**config.mk**
```make
export PLATFORM = sky130hd
export DESIGN_NAME = dot_round_ctrl
export DESIGN_NICKNAME = d
export VERILOG_FILES = /design/src/rtl/dot_pkg.sv /design/src/rtl/pix_to_cell.sv /design/src/rtl/dot_round_ctrl.sv
export SDC_FILE = /design/constraint.sdc
export NUM_CORES = 1
export LEC_CHECK = 0
export ABC_CLOCK_PERIOD_IN_PS = 2300
export CAP_MARGIN = 25
export CORE_ASPECT_RATIO = 1.2
export CORE_UTILIZATION = 43
export CTS_CLUSTER_SIZE = 24
export DETAILED_ROUTE_END_ITERATION = 10
export PLACE_DENSITY = 0.89
export SYNTH_ARGS = -nofsm -noshare
export SYNTH_HDL_FRONTEND = slang
export SYNTH_HIERARCHICAL = 1
export SYNTH_SLANG_ARGS = --single-unit
```
**constraint.sdc**
```tcl
create_clock -name frame_clk -period 2.3 [get_ports frame_clk]
set_clock_uncertainty 0.15 [all_clocks]
set_input_delay 0.575 -clock frame_clk [delete_from_list [all_inputs] [get_ports frame_clk]]
set_output_delay 0.575 -clock frame_clk [all_outputs]
set_load 0.02 [all_outputs]
```
**src/rtl/dot_pkg.sv**
```systemverilog
// Shared constants, cell index type and round-state encoding for the dot-grid round sequencer.
// No ports; imported by pix_to_cell and dot_round_ctrl.
package dot_pkg;

  localparam int unsigned GRID_N     = 12;
  localparam int unsigned CELL_SHIFT = 5;
  localparam int unsigned PIX_W      = 10;
  localparam int unsigned IDX_W      = 4;
  localparam int unsigned DOTS_W     = 8;
  localparam int unsigned LEVEL_W    = 4;
  localparam int unsigned TOTAL_DOTS = GRID_N * GRID_N;

  typedef logic [IDX_W-1:0] cell_idx_t;

  typedef enum logic [2:0] {
    IDLE       = 3'd0,
    REFILL     = 3'd1,
    PLAY       = 3'd2,
    CLEAR      = 3'd3,
    LEVEL_DONE = 3'd4
  } round_state_t;

endpackage

```
**src/rtl/pix_to_cell.sv**
```systemverilog
// Maps a player pixel position onto the dot grid (combinational).
// Ports:
//   px, py     in   player pixel position
//   row_c      out  0-based grid row (don't-care when off-grid)
//   col_c      out  0-based grid column (don't-care when off-grid)
//   in_grid_c  out  1 when the position lies inside the GRID_N x GRID_N playfield
module pix_to_cell
  import dot_pkg::*;
(
  input  logic [PIX_W-1:0] px,
  input  logic [PIX_W-1:0] py,
  output cell_idx_t        row_c,
  output cell_idx_t        col_c,
  output logic             in_grid_c
);

  localparam int unsigned CW = PIX_W - CELL_SHIFT;

  logic [CW-1:0] cx;
  logic [CW-1:0] cy;
  logic          unused_lsb;

  assign cx = px[PIX_W-1:CELL_SHIFT];
  assign cy = py[PIX_W-1:CELL_SHIFT];

  // Sub-cell pixel bits do not affect which cell the player occupies.
  assign unused_lsb = ^{px[CELL_SHIFT-1:0], py[CELL_SHIFT-1:0]};

  // Cell 0 and cells beyond GRID_N form the border ring around the playfield.
  assign in_grid_c = (cx >= CW'(1)) && (cx <= CW'(GRID_N)) &&
                     (cy >= CW'(1)) && (cy <= CW'(GRID_N));

  assign col_c = IDX_W'(cx - CW'(1));
  assign row_c = IDX_W'(cy - CW'(1));

endmodule

```
**src/rtl/dot_round_ctrl.sv**
```systemverilog
// Round sequencer for the 12x12 dot grid: queries the dot store at the player's cell,
// issues clear requests over a valid/ready handshake, keeps score / dots left / level
// and steps through IDLE, REFILL, PLAY, CLEAR and LEVEL_DONE.
// Optional feature: define DOT_ROUND_PAUSE_EN to add the `pause` input (freezes clear
// issue in PLAY and the LEVEL_DONE hold counter; an open CLEAR still completes).
// Ports:
//   frame_clk, Reset     clock and synchronous active-high reset
//   start                begin a game from IDLE
//   pause                (DOT_ROUND_PAUSE_EN only) hold play
//   px, py               player pixel position
//   q_row, q_col         combinational dot-store query address
//   q_dot                dot-store answer for the query address
//   clr_valid/ready      clear handshake; clr_row/clr_col address of the clear
//   refill               1-cycle pulse: dot store refills every cell
//   score, dots_left, level, round_done, state_o   HUD / debug outputs
module dot_round_ctrl
  import dot_pkg::*;
#(
  parameter int unsigned DOT_POINTS  = 10,
  parameter int unsigned HOLD_FRAMES = 60,
  parameter int unsigned SCORE_W     = 16
) (
  input  logic               frame_clk,
  input  logic               Reset,
  input  logic               start,
`ifdef DOT_ROUND_PAUSE_EN
  input  logic               pause,
`endif
  input  logic [PIX_W-1:0]   px,
  input  logic [PIX_W-1:0]   py,
  output cell_idx_t          q_row,
  output cell_idx_t          q_col,
  input  logic               q_dot,
  output logic               clr_valid,
  input  logic               clr_ready,
  output cell_idx_t          clr_row,
  output cell_idx_t          clr_col,
  output logic               refill,
  output logic [SCORE_W-1:0] score,
  output logic [DOTS_W-1:0]  dots_left,
  output logic [LEVEL_W-1:0] level,
  output logic               round_done,
  output logic [2:0]         state_o
);

  localparam int unsigned HOLD_W = $clog2(HOLD_FRAMES + 1);

  round_state_t       state, state_n;
  logic               clr_valid_n, refill_n, round_done_n;
  cell_idx_t          clr_row_n, clr_col_n;
  logic [SCORE_W-1:0] score_n, score_sat;
  logic [SCORE_W:0]   score_sum;
  logic [DOTS_W-1:0]  dots_n;
  logic [LEVEL_W-1:0] level_n;
  logic [HOLD_W-1:0]  hold_cnt, hold_n;
  logic               in_grid;
  logic               paused;

`ifdef DOT_ROUND_PAUSE_EN
  assign paused = pause;
`else
  assign paused = 1'b0;
`endif

  // Query address follows the player directly; the dot store answers in the same cycle.
  pix_to_cell u_pix_to_cell (
    .px        (px),
    .py        (py),
    .row_c     (q_row),
    .col_c     (q_col),
    .in_grid_c (in_grid)
  );

  // Score add with saturation at all-ones.
  assign score_sum = {1'b0, score} + (SCORE_W+1)'(DOT_POINTS);
  assign score_sat = score_sum[SCORE_W] ? '1 : score_sum[SCORE_W-1:0];

  // Next-state and next-output logic.
  always_comb begin
    state_n      = state;
    clr_valid_n  = clr_valid;
    clr_row_n    = clr_row;
    clr_col_n    = clr_col;
    refill_n     = 1'b0;
    round_done_n = 1'b0;
    score_n      = score;
    dots_n       = dots_left;
    level_n      = level;
    hold_n       = hold_cnt;

    unique case (state)
      IDLE: begin
        if (start) begin
          state_n  = REFILL;
          refill_n = 1'b1;
          dots_n   = DOTS_W'(TOTAL_DOTS);
        end
      end

      REFILL: state_n = PLAY;

      PLAY: begin
        if (dots_left == '0) begin
          state_n      = LEVEL_DONE;
          round_done_n = 1'b1;
          hold_n       = '0;
        end else if (!paused && in_grid && q_dot) begin
          state_n     = CLEAR;
          clr_valid_n = 1'b1;
          clr_row_n   = q_row;
          clr_col_n   = q_col;
        end
      end

      CLEAR: begin
        if (clr_ready) begin
          clr_valid_n = 1'b0;
          score_n     = score_sat;
          dots_n      = dots_left - DOTS_W'(1);
          if (dots_left == DOTS_W'(1)) begin
            state_n      = LEVEL_DONE;
            round_done_n = 1'b1;
            hold_n       = '0;
          end else begin
            state_n = PLAY;
          end
        end
      end

      LEVEL_DONE: begin
        if (!paused) begin
          if (hold_cnt == HOLD_W'(HOLD_FRAMES - 1)) begin
            state_n  = REFILL;
            refill_n = 1'b1;
            dots_n   = DOTS_W'(TOTAL_DOTS);
            hold_n   = '0;
            level_n  = (level == '1) ? level : level + LEVEL_W'(1);
          end else begin
            hold_n = hold_cnt + HOLD_W'(1);
          end
        end
      end

      default: state_n = IDLE;
    endcase
  end

  // State and registered outputs.
  always_ff @(posedge frame_clk) begin
    if (Reset) begin
      state      <= IDLE;
      clr_valid  <= 1'b0;
      clr_row    <= '0;
      clr_col    <= '0;
      refill     <= 1'b0;
      round_done <= 1'b0;
      score      <= '0;
      dots_left  <= '0;
      level      <= '0;
      hold_cnt   <= '0;
    end else begin
      state      <= state_n;
      clr_valid  <= clr_valid_n;
      clr_row    <= clr_row_n;
      clr_col    <= clr_col_n;
      refill     <= refill_n;
      round_done <= round_done_n;
      score      <= score_n;
      dots_left  <= dots_n;
      level      <= level_n;
      hold_cnt   <= hold_n;
    end
  end

  assign state_o = state;

endmodule

```
==> flow_summary.json, run 1 <==
{
  "portBuffers": 64,
  "slowest_delay_ns": 0.28,
  "fp.dieH_um": 86.4,
  "synth_area_leader_cell": "dfxtp_1",
  "die_x_um": 72.3,
  "ys.flop_type": "dfxtp_1",
  "synth_cell_types": 51,
  "ios": 75,
  "setup_viol": 0,
  "timing.critical_path.buf_inv": 2,
  "cts-root-buf": "clkbuf_8",
  "avgSynthCellArea_um2": 8.62,
  "final_nets": 423,
  "cts_tree": "built",
  "crit_path_cell_trace": "dlygate4sd2_1, nor3_2, xor2_1, buf_4",
  "max_freq_mhz": 451,
  "antenna_found_initial": 0,
  "coreArea_mm2": 0.00571,
  "crit_arrival_ns": 1.49,
  "insertedDiodeCount": 0,
  "hold_viol": 0,
  "hold_path_class": "reg2reg",
  "hpwl_um": 5080,
  "r2r_cells": 7,
  "rsz0062_at_grt": "false",
  "n_fill_cell": 460,
  "vdd_ir_drop_max_v": 0.000537,
  "setup_ws_ns": 0.0832,
  "ant_nets": 0,
  "routed_wl_um": 6940,
  "setup.worst_path.start_class": "input pin",
  "die_area_mm2": 0.00625,
  "clockBufferDepth": 2,
  "insertion_delay_ns": 0.30,
  "drt_first_pass_iters": 4,
  "wl_per_cell_um": 14.9,
  "async_reset_ff_frac": 0,
  "overflow": 0,
  "holdPathEnd": "clr_valid",
  "min_from": "clr_valid",
  "drcViolationCount": 0,
  "dp_slack_ns": -0.688,
  "crit_type": "in2out",
  "ys_seq_area_frac": 0.376,
  "drt-initial-drc-count": 124,
  "critPathTopFamily": "buffers and inverters",
  "grt_pass1_wl_um": 11600,
  "grt_max_degree": 21,
  "syn_area_mm2": 0.00255,
  "syn-num-nets": 333,
  "cp_max_fo": 2,
  "fin_crit_sh": 0.964,
  "utilization": 0.625,
  "ys_top_cells_by_count": "48 x dfxtp_1, 31 x nor2_1, 24 x a21oi_1",
  "grt_pass1_vias": 2506,
  "reg2reg_slack_ns": 0.25,
  "netlist.area_leader.share": 0.376,
  "cts_max_level": 2,
  "area_delta_synth_final_pct": 39.8,
  "reg2reg_from": "dots_left[1]",
  "p_leak_nw": 1.36,
  "netlist_top_cells_area": "dfxtp_1 38%, ha_1 5.9%, a21oi_1 4.7%, nor2_1 4.6%, mux2i_1 3.9%",
  "synth_edf_count": 0,
  "gp_congestion": 0.853,
  "endpoint_kind": "output port",
  "ys_ff_latch": 48,
  "cts_buffers": 5,
  "cts.sinks": 48,
  "synth_cells": 296,
  "ys_warn_count": 6,
  "cp_slowest_cell": "xor2_1",
  "drv_cap": 0,
  "clkTransAtPathRegs_ns": 0.08,
  "worst_slew_pin_slew_ns": 0.572,
  "min_period_ns": 2.22,
  "powerDensity_mw_per_mm2": 629,
  "status": "complete, no violations",
  "slew_viol_final": 0,
  "relSlewSlack": 0.617,
  "drive_gt1_frac": 0.169,
  "vias_per_cell": 5.53,
  "floorplan.initialDensity": 0.447,
  "min_path_cells": 2,
  "rows": 30,
  "route.vias.total": 2571,
  "r2r_end": "clr_col[3]",
  "grt_use_total": 0.232,
  "worstPathRequired_ns": 1.57,
  "yosysMostFrequentCell": "dfxtp_1"
}
==> worst min-delay path, stage by stage (launching register included) <==
cell,delay [ns]
dfxtp_1,0.33
a21oi_1,0.06
nor2_1,0.07
==> cell usage in the layout, fill, tap and decap left out, types with 3 or more instances in the layout <==
master            n
and3_1            4
nor2_1           31
a21o_1            3
buf_4            33
clkdlybuf4s50_1  47
nor4_1            4
buf_2             3
a211oi_1          6
dlygate4sd2_1     5
a31oi_1           8
nand3_1          15
clkbuf_2          5
nand2_1          11
inv_1            14
nor3_2            3
xnor2_1           5
xor2_1            9
ha_1             12
nor3_1           13
o21ai_0           8
a21oi_1          24
clkbuf_8          5
mux2i_1           9
or3_1             4
nor4b_1           3
nand4_1           5
dfxtp_1          48
nand3b_1          3
==> power by group <==
part / switching [W] / internal (W)
registers: 0.0000785 / 0.000880
clock network: 0.000261 / 0.000312
logic: 0.000396 / 0.000315
==> sequential cells by signal (all words and copies together), names as in the netlist <==
register / count
clr_row: 4
round_done: 1
clr_valid: 1
level: 4
dots_left: 8
refill: 1
score: 16
state_o: 3
clr_col: 4
hold_cnt: 6
==> area by class of cell <==
| cell class | instances | area [um2] | share of cell area |
|---|---|---|---|
| sequential | 48 | 961 | 0.269 |
| inverter | 16 | 60.1 | 0.0168 |
| timing repair buffer | 96 | 837 | 0.235 |
| clock inverter | 1 | 30.0 | 0.00842 |
| tap | 80 | 100 | 0.0281 |
| multi-input combinational | 219 | 1510 | 0.424 |
| clock buffer | 5 | 68.8 | 0.0193 |
==> kinds of logic (layout without fill, tap and decap cells) <==
logic type,count (synthesis),after routing,share of synthesized area
and+or+nand+nor,119,119,0.268
AOI/OAI and AO/OA,64,64,0.162
DFF,48,48,0.376
buffers and inverters,29,118,0.0476
xor gates and xnor gates,14,14,0.0480
adders and majority gates,12,12,0.0588
muxes,10,10,0.0392
==> layer usage <==
metal	global-route usage	vias to the layer above	part of all wire	wire (um)
li1	-	1257	-	-
met1	0.283	1220	0.43	2950
met2	0.404	67	0.51	3570
met3	0.0360	27	0.026	181
met4	0.0945	0	0.034	233
met5	0	-	0	0
==> through the flow <==
stage,cells,cell area [um2],setup TNS [ns],power [W],hold slack [ns]
after CTS,464,3570,0,0.00223,0.340
after global routing,465,3570,0,0.00235,0.359
final,465,3570,0,0.00224,0.335
after detailed placement,457,3460,-12.27,0.00166,0.322
after floorplan,296,2550,0,0.00136,0.314
after global placement,457,3460,-10.41,0.00164,0.316
==> worst max path at each step <==
| stage | from | to | slack, ns | cells past startpoint |
|---|---|---|---|---|
| floorplan | py[6] | clr_col[3] | 0.02 | 10 |
| global placement | py[5] | q_row[2] | -0.61 | 5 |
| detailed placement | py[5] | q_row[2] | -0.69 | 5 |
| CTS | py[6] | clr_col[1] | 0.002 | 11 |
| global route | py[6] | clr_col[0] | 0.03 | 11 |
| finish | px[7] | q_col[3] | 0.08 | 4 |
==> repair_timing <==
| action | in CTS | in global routing |
|---|---|---|
| pin swaps | 8 | 6 |
| gates cloned | 1 | 0 |
| endpoints found under the hold margin | 0 | 0 |
| endpoints found under the setup margin | 21 | 18 |
| hold buffers | 0 | 0 |
| resized for setup | 45 | 15 |
| buffers inserted | 0 | 1 |
(Power assumes the default switching activity.)
==> inputs of run 2 (changes only) <==
--- a/config.mk
+++ b/config.mk
@@ -12,6 +12,7 @@
 export CTS_CLUSTER_SIZE = 24
 export DETAILED_ROUTE_END_ITERATION = 10
 export PLACE_DENSITY = 0.89
+export SLEW_MARGIN = 0
 export SYNTH_ARGS = -nofsm -noshare
 export SYNTH_HDL_FRONTEND = slang
 export SYNTH_HIERARCHICAL = 1
==> results of run 2 <==
Same layout as run 1: the final DEF is identical, and so are final timing and power.
